$ cat src/rtl/bp_fe_ras_ctrl.sv
// bp_fe_ras_ctrl: classifies calls/returns, drives RAS push/pop, tracks occupancy
// and registers a one-deep prediction (kind, taken, target) for the next fetch stage.
module bp_fe_ras_ctrl #(
  parameter int vaddr_width_p  = 39,
  parameter int ras_els_p      = 8,
  parameter int depth_width_lp = $clog2(ras_els_p+1)
) (
  input  logic                      clk_i,
  input  logic                      reset_i,
  input  logic                      fetch_v_i,
  output logic                      fetch_ready_o,
  input  logic [vaddr_width_p-1:0]  fetch_pc_i,
  input  logic [31:0]               fetch_instr_i,
  input  logic                      flush_i,
  output logic                      ras_push_o,
  output logic [vaddr_width_p-1:0]  ras_w_data_o,
  output logic                      ras_pop_o,
  input  logic [vaddr_width_p-1:0]  ras_r_data_i,
  output logic                      pred_v_o,
  input  logic                      pred_ready_i,
  output logic [vaddr_width_p-1:0]  pred_pc_o,
  output logic [1:0]                pred_kind_o,
  output logic                      pred_taken_o,
  output logic [vaddr_width_p-1:0]  pred_target_o,
  output logic [depth_width_lp-1:0] depth_o,
  output logic                      overflow_o
);
  logic [4:0] rd, rs1;
  logic is_jal, is_jalr, rd_link, rs1_link, call, ret, acc, full;
  logic [vaddr_width_p-1:0] jal_tgt;
  logic pred_v_d, pred_v_q, pred_taken_d, pred_taken_q, overflow_d, overflow_q;
  logic [vaddr_width_p-1:0] pred_pc_d, pred_pc_q, pred_target_d, pred_target_q;
  logic [1:0] pred_kind_d, pred_kind_q;
  logic [depth_width_lp-1:0] depth_d, depth_q;

  assign rd       = fetch_instr_i[11:7];
  assign rs1      = fetch_instr_i[19:15];
  assign is_jal   = fetch_instr_i[6:0] == 7'b1101111;
  assign is_jalr  = fetch_instr_i[6:0] == 7'b1100111 && fetch_instr_i[14:12] == 3'b000;
  assign rd_link  = rd == 5'd1 || rd == 5'd5;
  assign rs1_link = rs1 == 5'd1 || rs1 == 5'd5;
  // Coroutine swaps (both link, different regs) degrade to a plain return.
  assign call     = (is_jal & rd_link) | (is_jalr & rd_link & (~rs1_link | rd == rs1));
  assign ret      = is_jalr & rs1_link & (~rd_link | rd != rs1);
  assign jal_tgt  = fetch_pc_i + {{(vaddr_width_p-20){fetch_instr_i[31]}}, fetch_instr_i[19:12],
                                  fetch_instr_i[20], fetch_instr_i[30:21], 1'b0};
  assign full     = depth_q == depth_width_lp'(ras_els_p);

  assign fetch_ready_o = ~flush_i & (~pred_v_q | pred_ready_i);
  assign acc           = fetch_v_i & fetch_ready_o;
  assign ras_push_o    = ~reset_i & acc & call & ~full;
  assign ras_pop_o     = ~reset_i & acc & ret & depth_q != '0;
  assign ras_w_data_o  = fetch_pc_i + vaddr_width_p'(4);

  assign pred_v_o      = pred_v_q;
  assign pred_pc_o     = pred_pc_q;
  assign pred_kind_o   = pred_kind_q;
  assign pred_taken_o  = pred_taken_q;
  assign pred_target_o = pred_target_q;
  assign depth_o       = depth_q;
  assign overflow_o    = overflow_q;

  always_comb begin
    pred_v_d      = flush_i ? 1'b0 : acc ? 1'b1 : pred_v_q & ~pred_ready_i;
    pred_pc_d     = acc ? fetch_pc_i : pred_pc_q;
    pred_kind_d   = acc ? {ret, call} : pred_kind_q;
    pred_taken_d  = acc ? (is_jal | ras_pop_o) : pred_taken_q;
    pred_target_d = acc ? (is_jal ? jal_tgt : ras_pop_o ? ras_r_data_i : '0) : pred_target_q;
    depth_d       = depth_q + depth_width_lp'(ras_push_o) - depth_width_lp'(ras_pop_o);
    overflow_d    = acc & call & full;
  end

  always_ff @(posedge clk_i or posedge reset_i) begin
    if (reset_i) begin
      pred_v_q      <= 1'b0;
      pred_pc_q     <= '0;
      pred_kind_q   <= '0;
      pred_taken_q  <= 1'b0;
      pred_target_q <= '0;
      depth_q       <= '0;
      overflow_q    <= 1'b0;
    end else begin
      pred_v_q      <= pred_v_d;
      pred_pc_q     <= pred_pc_d;
      pred_kind_q   <= pred_kind_d;
      pred_taken_q  <= pred_taken_d;
      pred_target_q <= pred_target_d;
      depth_q       <= depth_d;
      overflow_q    <= overflow_d;
    end
  end
endmodule
$ cat config.mk
export PLATFORM = sky130hd
export DESIGN_NAME = bp_fe_ras_ctrl
export DESIGN_NICKNAME = d
export VERILOG_FILES = /design/src/rtl/bp_fe_ras_ctrl.sv
export SDC_FILE = /design/constraint.sdc
export NUM_CORES = 1
export LEC_CHECK = 0
export BUFFER_PORTS_ARGS = -buffer_cell sky130_fd_sc_hd__buf_2
export CAP_MARGIN = 5
export CORE_MARGIN = 10
export CORE_UTILIZATION = 54
export DETAILED_ROUTE_END_ITERATION = 10
export GPL_TIMING_DRIVEN = 0
export HOLD_SLACK_MARGIN = 0.06
export PLACE_DENSITY = 0.87
export SYNTH_ARGS = -nofsm -noshare
export SYNTH_HDL_FRONTEND = slang
export SYNTH_SLANG_ARGS = --single-unit
$ cat constraint.sdc
create_clock -name clk_i -period 6.3 [get_ports clk_i]
set_input_delay 0.315 -clock clk_i [delete_from_list [all_inputs] [get_ports clk_i]]
set_output_delay 0.315 -clock clk_i [all_outputs]
set_load 0.02 [all_outputs]
Word-level counts from Yosys, hierarchy flattened
Cells that the tools add are included.

Reduce and logical (&&, ||, !) cells: 5. Equal/unequal tests: 9. Bitwise logic cells: 27. Muxes and demuxes: 4. Add/sub/neg operators: 4.

Operator list (count): $mux 39 (2); $add 39x3->39 const B (1); $add 39x39->39 (1); $and 1x1->1 (15); $eq 7x7->1 const B (2); $eq 5x1->1 const B (2); $eq 5x3->1 const B (2); $not 1->1 (7); $eq 5x5->1 (1); $ne 5x5->1 (1); $or 1x1->1 (5); $add 4x1->4 (1); $eq 4x4->1 const B (1); $reduce_bool 4->1 (1); $sub 4x1->4 (1); $logic_not 3->1 (1); $logic_or 1x1->1 (2); $mux 1 (2); $logic_and 1x1->1 (1).

Word-level logic and storage cells: 56. Register bits: 87.

Longest topological paths before layout
Depth after elaboration: 10. Mapped depth: 13. Mapped depth without buffers: 11.

Worst setup path after synthesis
No wires, ideal clock.

Kind: input-to-reg. From: input port reset_i. To: register depth_q[2] (netlist: depth_o[2]). Path slack: 2.778 ns. Stages: 6. Library setup time: 0.123 ns. Data arrival time: 3.399 ns. Buffers on the path: 0. Path through: inv_1 -> and3_1 -> ha_1 -> inv_1 -> fa_1 -> xnor2_1.

Cells in the longest elaborated chain, start to end: 6.

RTL lines: from (decl) (line 9) `input logic reset_i,`; $not 1->1 (line 51) `assign ras_push_o = ~reset_i & acc & call & ~full;`; $and 1x1->1 (3 in series) (line 51); net ras_push_o (line 15) `output logic ras_push_o,`; $add 4x1->4 (line 69) `depth_d = depth_q + depth_width_lp'(ras_push_o) - depth_width_lp'(ras_pop_o);`; $sub 4x1->4 (line 69); net depth_d[2] (line 34) `logic [depth_width_lp-1:0] depth_d, depth_q;`; to (signal assigned) (line 88) `depth_q <= depth_d;`; to (decl) (line 34).

The timed path passes the listed nets, and every way through them passes these cells. A chain may end at the register's enable or synchronous reset.

Worst setup path after layout
From: input port fetch_instr_i[2]. To: register depth_q[2] (netlist: depth_o[2]).

Cells in the longest elaborated chain, start to end: 9.

RTL lines: from (decl) (line 13) `input logic [31:0] fetch_instr_i,`; $eq 7x7->1 (line 39) `assign is_jalr = fetch_instr_i[6:0] == 7'b1100111 && fetch_instr_i[14:12] == 3'b000;`; $logic_and 1x1->1 (line 39); $and 1x1->1 (2 in series) (line 43) `assign call = (is_jal & rd_link) | (is_jalr & rd_link & (~rs1_link | rd == rs1));`; $or 1x1->1 (line 43); $and 1x1->1 (2 in series) (line 51); $add 4x1->4 (line 69); $sub 4x1->4 (*) (line 69); net depth_d[2] (line 34).

Mark *: on every way through the listed nets, which the timed path passes. The rest lies on a longest branch.

==> results by group <==
Global routing
  • First-pass GRT wire length: 34700 um
  • Largest net degree at the start of global routing: 70
  • Grt ovf: 0
  • Vias in the first global route: ~6600
  • Initial antenna violation count: 3
  • All-Layer GR Usage: 0.261

Route
  • Avg WL per Cell: about 19 um
  • Post-Route WL: 22300 um
  • Vias post-DR: around 6800
  • DR iter-0 viols: 621
  • Routed Antenna Nets: 0
  • # DRC: 0
  • Vias per Instance: 5.72
  • First-pass DRT Iterations: 5

Floorplan
  • Die W: 128 um
  • Row cnt: 39
  • Initial Utilization: 0.552
  • I/O pin count: 244
  • Die area: approximately 16000 um2
  • Die Height: 128 um
  • Total core area: 11500 um2

Critical path
  • Max FO, Critical Path: 11
  • Worst setup EP type: flop
  • Crit path DAT: around 4200 ps
  • Setup crit start kind: input port
  • WP data required: 6540 ps
  • Crit Path Class: in -> reg

Power
  • Pleak: between 4 and 5 nW
  • Worst VDD drop: 0.207 mV
  • Switching share of total power: 0.362
  • Combinational fraction of design power: 0.326
  • Clk pwr share: 0.316
  • Int Power: 1.14 mW
  • Final Power: around 1.8 mW
  • Sw power: 648 uW
  • Pwr/cell area: 222 nW/um2
  • Sequential share of power: 0.358

Place
  • Hpwl dp: 18000 um
  • Final GP Congestion: 0.933
  • Port Buffers: 243

CTS
  • H-tree Lvls: 3
  • CTS tree: done
  • Clk buf depth: 2
  • CTS Buf Count: 9
  • Setup bufs post-CTS: 0
  • Clock-pin slew on the worst setup and hold paths: 60 ps
  • Clk root buf: clkbuf_16
  • Resized cells post-CTS: 0
  • Clk sinks: 87
  • Worst-Skew Late Latency: 350 ps

STA
  • Fin crit period: 3910 ps
  • RSZ-0062 raised after global routing: no
  • Max Freq: 0.256 GHz
  • Final Hold Viols: 0
  • Slew margin rel.: 0.358
  • Fin Setup TNS: 0 ps
  • Worst Tran Pin Value: ~960 ps
  • Period utilization: 0.621
  • WHS: about 130 ps
  • Clock skew: 7.01 ps
  • Setup violators final: 0
  • Final slew viol count: 0

Logic synthesis
  • #FFs+latches synth: 87
  • Number of synthesis warnings: 0
  • Post-synth top area share: 0.344
  • Post-synth design cell area: 6320 um2
  • Main flop type after synthesis: dfrtp_1
  • Post-Synth Simple-Gate Area: 0.232
  • Post-synthesis compound-gate area fraction: 0.199
  • Largest family of logic cells by synthesized area: simple AND/OR/NAND/NOR gates
  • Area leader, netlist: dfrtp_1
  • EDFF count, synth: 0
  • Post-synthesis cell count: 783
  • Syn Area/Cell: 8.08 um2
  • Async set-reset flop share out of synthesis: 1.00
  • Xor and xnor area share after synthesis: 0.0969
  • Synth Net Count: approximately 940
  • Synth Area in Adders: 0.0934
  • Yosys cell types: 60
  • Main area contributors after synthesis: dfrtp_1, nand2_1, ha_1
  • Mux share of post-synthesis cell area: 0
  • Post-synthesis sequential area ratio: 0.344

Outcome
  • Outcome: complete, no violations

Finish
  • Nets: 1200
  • Layout area overhead: 27.7%
  • Fraction of layout cells with a size suffix above 1: 0.268

Run
  • MaxCap Viol Count: 0

Worst hold path
  • Hold WC Path Type: in -> reg
==> worst max-delay path: stages <==
cell and delay [ps]:
buf_2 80, nand4_1 90, nor3b_1 800, nand4_1 270, a211oi_1 760, buf_2 370
buf_2 340, ha_1 300, inv_1 60, ha_1 160, inv_1 60, fa_1 400
xnor2_1 140
==> what timing repair did <==
action,in CTS,in global routing
hold endpoints to repair,18,0
setup endpoints to repair,0,0
hold buffers,1,0
==> Yosys cell counts (18+ instances only) <==
cell type / instances
nand2_1: 190
dfrtp_1: 87
nor2_1: 70
ha_1: 44
a21oi_1: 42
xnor2_1: 40
xor2_1: 30
clkbuf_1: 27
o21ai_0: 27
nand3_1: 23
inv_1: 21
a22oi_1: 20
and3_1: 18
o21ai_1: 18
==> flip-flops by register name (all words and copies together), names as in the netlist <==
name           flops
pred_taken_o       1
pred_kind_o        2
depth_o            4
pred_pc_o         39
pred_v_o           1
overflow_o         1
pred_target_o     39
==> per-stage QoR <==
step	utilization	cell area (um2)	std cells	worst slack [ps]
floorplan	-	6320	783	2780
global placement	0.673	7720	1169	1910
detailed placement	0.676	7750	1170	2100
CTS	0.703	8070	1187	2480
global route	0.704	8070	1189	2220
finish	0.704	8070	1190	2390
==> kinds of logic after synthesis <==
| logic type | count (synthesis) |
|---|---|
| and+or+nand+nor | 343 |
| AOI/OAI and AO/OA | 183 |
| DFF | 87 |
| xor gates and xnor gates | 70 |
| buffers and inverters | 54 |
| adders and majority gates | 46 |
==> cell type report <==
cell class	count	area, um2
multi-input cells	642	3940
fillers	964	3390
clock inverters	5	63.8
flip-flops and latches	87	2180
plain buffers	33	134
well taps	143	179
clock buffers	11	243
repair buffers	245	1250
diodes	3	7.51
inverters	21	81.3
==> layout by cell type, fill, tap and decap left out, types with 18 or more instances in the layout <==
master / instances
a21oi_1: 42
a22oi_1: 20
and3_1: 18
buf_2: 245
clkbuf_1: 28
dfrtp_1: 87
ha_1: 44
inv_1: 20
nand2_1: 190
nand3_1: 23
nor2_1: 70
o21ai_0: 27
o21ai_1: 18
xnor2_1: 40
xor2_1: 30
==> power groups by stage <==
stage	clock network (mW)	registers (mW)	logic, mW
floorplan	0	0.719	0.297
global placement	0	0.649	0.567
detailed placement	0	0.649	0.578
finish	0.567	0.641	0.584
global route	0.593	0.647	0.637
CTS	0.575	0.641	0.581
==> final timing paths <==
path,start,endpoint,slack [ps],cells after the start
hold reg to reg,pred_pc_o[12]$_DFFE_PP0N_,pred_pc_o[12]$_DFFE_PP0N_,470,2
min in group asynchronous,reset_i,pred_kind_o[0]$_DFFE_PP0N_,480,3
setup reg to reg,pred_v_o$_DFF_PP0_,depth_o[2]$_DFF_PP0_,2520,13
setup / recovery,fetch_instr_i[2],depth_o[2]$_DFF_PP0_,2390,13
hold / removal,flush_i,pred_v_o$_DFF_PP0_,130,2
max in group asynchronous,reset_i,pred_target_o[33]$_DFFE_PP0N_,5170,4
==> layer usage <==
metal,vias up,wire length [um],track usage
met4,0,450,0.0709
met1,3200,9160,0.329
met3,36,2450,0.0906
met5,-,0,0
li1,3249,-,-
met2,317,10300,0.414
No activity file was read; power rests on OpenSTA's default activity.
